File: config.mk
export PLATFORM = sky130hd
export DESIGN_NAME = cpu_bus_unit
export DESIGN_NICKNAME = d
export VERILOG_FILES = /design/src/rtl/cpu_bus_unit.sv
export SDC_FILE = /design/constraint.sdc
export NUM_CORES = 1
export LEC_CHECK = 0
export ABC_AREA = 0
export BUFFER_PORTS_ARGS = -buffer_cell sky130_fd_sc_hd__buf_4
export CORE_UTILIZATION = 45
export CTS_BUF_LIST = sky130_fd_sc_hd__clkbuf_4
export CTS_CLUSTER_SIZE = 24
export DETAILED_ROUTE_END_ITERATION = 16
export GPL_TIMING_DRIVEN = 0
export PLACE_DENSITY_LB_ADDON = 0.2
export SLEW_MARGIN = 30
export SYNTH_ARGS = -nofsm -noshare
export SYNTH_HDL_FRONTEND = slang
export SYNTH_SLANG_ARGS = --single-unit
File: constraint.sdc
create_clock -name i_cpu_clk -period 1.89 [get_ports i_cpu_clk]
set_input_delay 0.0945 -clock i_cpu_clk [delete_from_list [all_inputs] [get_ports i_cpu_clk]]
set_output_delay 0.0945 -clock i_cpu_clk [all_outputs]
set_load 0.02 [all_outputs]
File: src/rtl/cpu_bus_unit.sv
// rtl/cpu_bus_unit.sv - CPU-to-bus burst transfer unit (IDLE/SETUP/WAIT handshake).
// Optional WAIT-state timeout abort is built when BUS_TIMEOUT_EN is defined.
module cpu_bus_unit #(
   parameter int ADDR_W         = 32,
   parameter int DATA_W         = 32,
   parameter int BEAT_W         = 3,
   parameter int TIMEOUT_CYCLES = 16
) (
   input  logic              i_cpu_clk,
   input  logic              i_rst_n,
   input  logic              i_req_valid,
   output logic              o_req_ready,
   input  logic              i_req_we,
   input  logic [ADDR_W-1:0] i_req_addr,
   input  logic [DATA_W-1:0] i_req_wdata,
   input  logic [BEAT_W-1:0] i_req_beats,
   output logic              o_rsp_valid,
   output logic [DATA_W-1:0] o_rsp_rdata,
   output logic              o_rsp_err,
   output logic              o_bus_clk,
   output logic              o_bus_we,
   output logic [ADDR_W-1:0] o_bus_addr,
   output logic [DATA_W-1:0] o_bus_data,
   input  logic [DATA_W-1:0] i_bus_data,
   input  logic              i_bus_data_ready
);

   localparam logic [ADDR_W-1:0] ADDR_STEP = ADDR_W'(DATA_W / 8);

   typedef enum logic [1:0] {
      IDLE  = 2'd0,
      SETUP = 2'd1,
      WAIT  = 2'd2
   } state_t;

   state_t            r_state;
   state_t            w_next;
   logic              r_bus_clk;
   logic              r_bus_we;
   logic [ADDR_W-1:0] r_bus_addr;
   logic [DATA_W-1:0] r_bus_data;
   logic              r_rsp_valid;
   logic [DATA_W-1:0] r_rsp_rdata;
   logic [BEAT_W-1:0] r_beats;
   logic              w_done;
   logic              w_last;
   logic              w_timeout;

   assign w_done = (r_state == WAIT) && i_bus_data_ready;
   assign w_last = (r_beats <= BEAT_W'(1));

`ifdef BUS_TIMEOUT_EN
   localparam int TMR_W = $clog2(TIMEOUT_CYCLES + 1);

   logic [TMR_W-1:0] r_timer;
   logic             r_rsp_err;

   // Ready is checked first, so a beat completing on the final WAIT cycle is a success.
   assign w_timeout = (r_state == WAIT) && !i_bus_data_ready &&
                      (r_timer == TMR_W'(TIMEOUT_CYCLES - 1));

   always_ff @(posedge i_cpu_clk or negedge i_rst_n) begin
      if (!i_rst_n) begin
         r_timer   <= '0;
         r_rsp_err <= 1'b0;
      end else begin
         r_rsp_err <= w_timeout;
         if (r_state == SETUP)
            r_timer <= '0;
         else if ((r_state == WAIT) && !i_bus_data_ready && !w_timeout)
            r_timer <= r_timer + TMR_W'(1);
      end
   end

   assign o_rsp_err = r_rsp_err;
`else
   assign w_timeout = 1'b0;
   assign o_rsp_err = 1'b0;
`endif

   always_ff @(posedge i_cpu_clk or negedge i_rst_n) begin
      if (!i_rst_n)
         r_state <= IDLE;
      else
         r_state <= w_next;
   end

   always_comb begin
      w_next = r_state;
      case (r_state)
         IDLE:    if (i_req_valid) w_next = SETUP;
         SETUP:   w_next = WAIT;
         WAIT: begin
            if (w_done)
               w_next = w_last ? IDLE : SETUP;
            else if (w_timeout)
               w_next = IDLE;
         end
         default: w_next = IDLE;
      endcase
   end

   always_ff @(posedge i_cpu_clk or negedge i_rst_n) begin
      if (!i_rst_n) begin
         r_bus_clk   <= 1'b0;
         r_bus_we    <= 1'b0;
         r_bus_addr  <= '0;
         r_bus_data  <= '0;
         r_rsp_valid <= 1'b0;
         r_rsp_rdata <= '0;
         r_beats     <= '0;
      end else begin
         r_rsp_valid <= w_done || w_timeout;
         case (r_state)
            IDLE: begin
               if (i_req_valid) begin
                  r_bus_we   <= i_req_we;
                  r_bus_addr <= i_req_addr;
                  r_bus_data <= i_req_wdata;
                  r_beats    <= (i_req_beats == '0) ? BEAT_W'(1) : i_req_beats;
               end
            end
            SETUP: r_bus_clk <= 1'b1;
            WAIT: begin
               if (w_done) begin
                  r_bus_clk <= 1'b0;
                  if (!r_bus_we)
                     r_rsp_rdata <= i_bus_data;
                  if (!w_last) begin
                     r_beats    <= r_beats - BEAT_W'(1);
                     r_bus_addr <= r_bus_addr + ADDR_STEP;
                     r_bus_data <= i_req_wdata;
                  end else begin
                     r_beats <= '0;
                  end
               end else if (w_timeout) begin
                  r_bus_clk <= 1'b0;
                  r_beats   <= '0;
               end
            end
            default: ;
         endcase
      end
   end

   assign o_req_ready = (r_state == IDLE);
   assign o_rsp_valid = r_rsp_valid;
   assign o_rsp_rdata = r_rsp_rdata;
   assign o_bus_clk   = r_bus_clk;
   assign o_bus_we    = r_bus_we;
   assign o_bus_addr  = r_bus_addr;
   assign o_bus_data  = r_bus_data;

endmodule

==> impl_metrics.yaml <==
run_status:
  status: "completed"
run:
  drv_cap: 0
clock_tree:
  cts_buffers: 9
  htree_levels: 3
  clock_latency_ns: 0.46
  clock-root-buffer: "clkbuf_4"
  clk_pin_slew_worst_paths_ns: 0.18
  cts_tree: "yes"
  cts_sinks: 104
  cts.path.max_buffers: 2
timing:
  setup_tns_ns: 0
  max_freq_mhz: 542
  setup_violations: 0
  tightest_slew_ns: 0.831
  fin_skew_ns: 0.0170
  fin_crit_ns: 1.85
  slew_headroom_pct: 44.6
  setup_slack_ns: 0.0439
  finalHoldViolations: 0
  timing.final.crit_share_pct: 97.7
  rsz0062_at_grt: "yes"
  finalMaxSlewViolations: 0
critical_path:
  cp.required_ns: 2.25
  crit_path_cell_trace: "nand4_1, or4_1, nor3_2, o21ai_0, a211o_1"
  worstPathArrival_ns: 2.20
  r2r_start: "o_bus_addr[23]$_DFFE_PN0P_"
  endpoint: "o_bus_addr[28]$_DFFE_PN0P_"
  path_class: "reg -> reg"
  end_kind: "flip-flop"
  r2r_end: "o_bus_addr[28]$_DFFE_PN0P_"
  cp_slowest_stage_delay_ns: 0.53
  crit_fanout: 5
  ff2ff_path_depth: 5
  r2r_slack_ns: 0.04
  startpoint: "o_bus_addr[23]$_DFFE_PN0P_"
  crit_slowest_cell: "or4_1"
  critPathLaunchType: "flip-flop"
global_route:
  grt_overflow: 0
  antenna_found_initial: 0
  grt_max_degree: 105
  grt_pass1_vias: 5172
  grtUsageTotal_pct: 30.0
  grt_first_pass_wirelength_um: 26000
cells_and_area:
  nets: 935
  final_cell_area_um2: 7970
  fillers: 682
  syn_to_final_growth_pct: 64.9
  layout_common_cells: "230 x buf_4, 131 x nand2_1, 99 x dlygate4sd3_1"
  diodes: 0
  final_common_cell: "buf_4"
  utilization_pct: 76.9
  instances_no_fill: 970
  drive_gt1_share_pct: 40.8
yosys:
  synth_top_family_by_area: "simple AND/OR/NAND/NOR gates"
  avgSynthCellArea_um2: 9.79
  synth_top_cells_by_area: "dfrtp_1 54%, nand2_1 10%, mux2_2 7.5%"
  ys_seq_area_share_pct: 53.8
  synth_compound_area_share_pct: 13.1
  ys_ff_latch: 104
  synth_cells: 494
  synth_top_area_share_pct: 53.8
  synth_fa_ha_area_share_pct: 0.518
  syn_area_um2: 4830
  synth_ff_type: "dfrtp_1"
  synth_edf_count: 0
  async_reset_ff_share_pct: 100
  yosys.area_share.xor_xnor_pct: 0
  synthMuxAreaShare_pct: 7.66
  yosys_warnings: 0
  synthSimpleGateAreaFrac_pct: 21.3
  synth_fp_nets: 600
  synth_cell_types: 59
  synth_top_area_cell: "dfrtp_1"
place:
  detailed_place_hpwl_um: 10300
  dpl_cell_area_um2: 6540
  portBuffers: 203
  dp.cells: 833
  pre_cts_ws_ns: -0.220
  gp_congestion: 0.892
power:
  p_leak_nw: 3.84
  p_per_area_nw_per_um2: 1600
  ir_drop_mv: 0.809
floorplanning:
  start_util_pct: 46.6
  die_w_um: 106
  fp.dieH_um: 106
  die-area_um2: 11200
  core-area_um2: 10400
  num_rows: 37
  ios: 205
routing:
  drt-total-wl_um: 16800
  drcViolationCount: 0
  routedWlPerCell_um: 17.3
  ant_nets: 0
  firstDrtPassIters: 6
  num_vias: 5220
  drt-initial-drc-count: 341
  viasPerCell: 5.38
min_path:
  hold_path_class: "in -> reg"
## sequential cells by signal (all words and copies together), names as in the netlist
name / count
o_bus_we: 1
o_bus_addr: 32
o_rsp_rdata: 32
o_bus_clk: 1
r_beats: 3
r_state: 2
o_rsp_valid: 1
o_bus_data: 32
## critical path: cells and delay by family (launching register included)
kind | cells | cell delay [ns]
and+or+nand+nor | 3 | 0.94
AOI/OAI and AO/OA | 2 | 0.40
DFF | 1 | 0.43
## stage by stage
step | hold WS, ns | power (W)
after floorplan | -0.201 | 0.00798
after global placement | 0.283 | 0.0106
after detailed placement | 0.288 | 0.0108
after CTS | 0.00220 | 0.0122
after global routing | 0.0431 | 0.0135
final | 0.0265 | 0.0128
## cells in the mapped netlist, types with 3 or more instances
cell,count
buf_2,10
o31ai_1,3
clkbuf_1,10
inv_1,7
o22ai_1,10
nand3_1,11
o21ai_0,24
a2bb2oi_1,3
and3_1,4
buf_1,4
a31o_2,4
mux2_2,32
nand4_4,3
nor4_1,3
and4_1,3
a21oi_1,35
nor3_1,7
nand2_1,131
nand4_1,7
nand2b_1,3
nor2_1,27
dfrtp_1,104
## kinds of logic after synthesis
| logic type | Yosys count |
|---|---|
| multiplexers | 33 |
| AO/OA/AOI/OAI | 101 |
| other | 1 |
| buffers and inverters | 36 |
| AND/OR/NAND/NOR | 217 |
| adder cells (fa/ha/maj) | 2 |
| flip-flops | 104 |
## metal layers
metal  GRT usage, %  vias up  wire length [um]
met3           6.49       50              1540
met1           37.1     2460              6440
met4           11.3        0               472
met2           51.4      299              8300
met5              0        -                 0
li1               -     2411                 -
## power by group
group,switching [W],total [W],internal [W]
registers,0.00101,0.00435,0.00335
clock network,0.000835,0.00114,0.000303
logic,0.00410,0.00730,0.00319
total,0.00595,0.0128,0.00684
## how the worst min path moves through the flow
| stage | startpoint | endpoint | slack, ns | cells after the start |
|---|---|---|---|---|
| final | i_req_addr[30] | o_bus_addr[30]$_DFFE_PN0P_ | 0.03 | 4 |
| after floorplan | i_rst_n | o_bus_addr[0]$_DFFE_PN0P_ | -0.20 | 0 |
| after global placement | i_req_wdata[6] | o_bus_data[6]$_DFFE_PN0P_ | 0.28 | 3 |
| after global routing | i_req_addr[30] | o_bus_addr[30]$_DFFE_PN0P_ | 0.04 | 4 |
| after detailed placement | i_rst_n | r_beats[1]$_DFFE_PN0P_ | 0.29 | 1 |
| after CTS | i_req_addr[30] | o_bus_addr[30]$_DFFE_PN0P_ | 0.002 | 4 |
## repair_timing
item	CTS	global route
hold buffers	99	0
pin swaps	5	6
setup buffers	6	18
endpoints found under the setup margin	88	79
resized for setup	20	23
hold endpoints to repair	203	0
gates cloned	0	0
## final cells by class
class | instances | area, um2 | area share (%)
Buffer | 26 | 146 | 1.84
Clock buffer | 9 | 67.6 | 0.847
Clock inverter | 7 | 62.6 | 0.785
Inverter | 8 | 30.0 | 0.377
Multi-Input combinational cell | 354 | 2180 | 27.3
Sequential cell | 104 | 2620 | 32.8
Tap cell | 136 | 170 | 2.13
Timing Repair Buffer | 326 | 2700 | 33.9
Power figures use the tool's default switching activity.
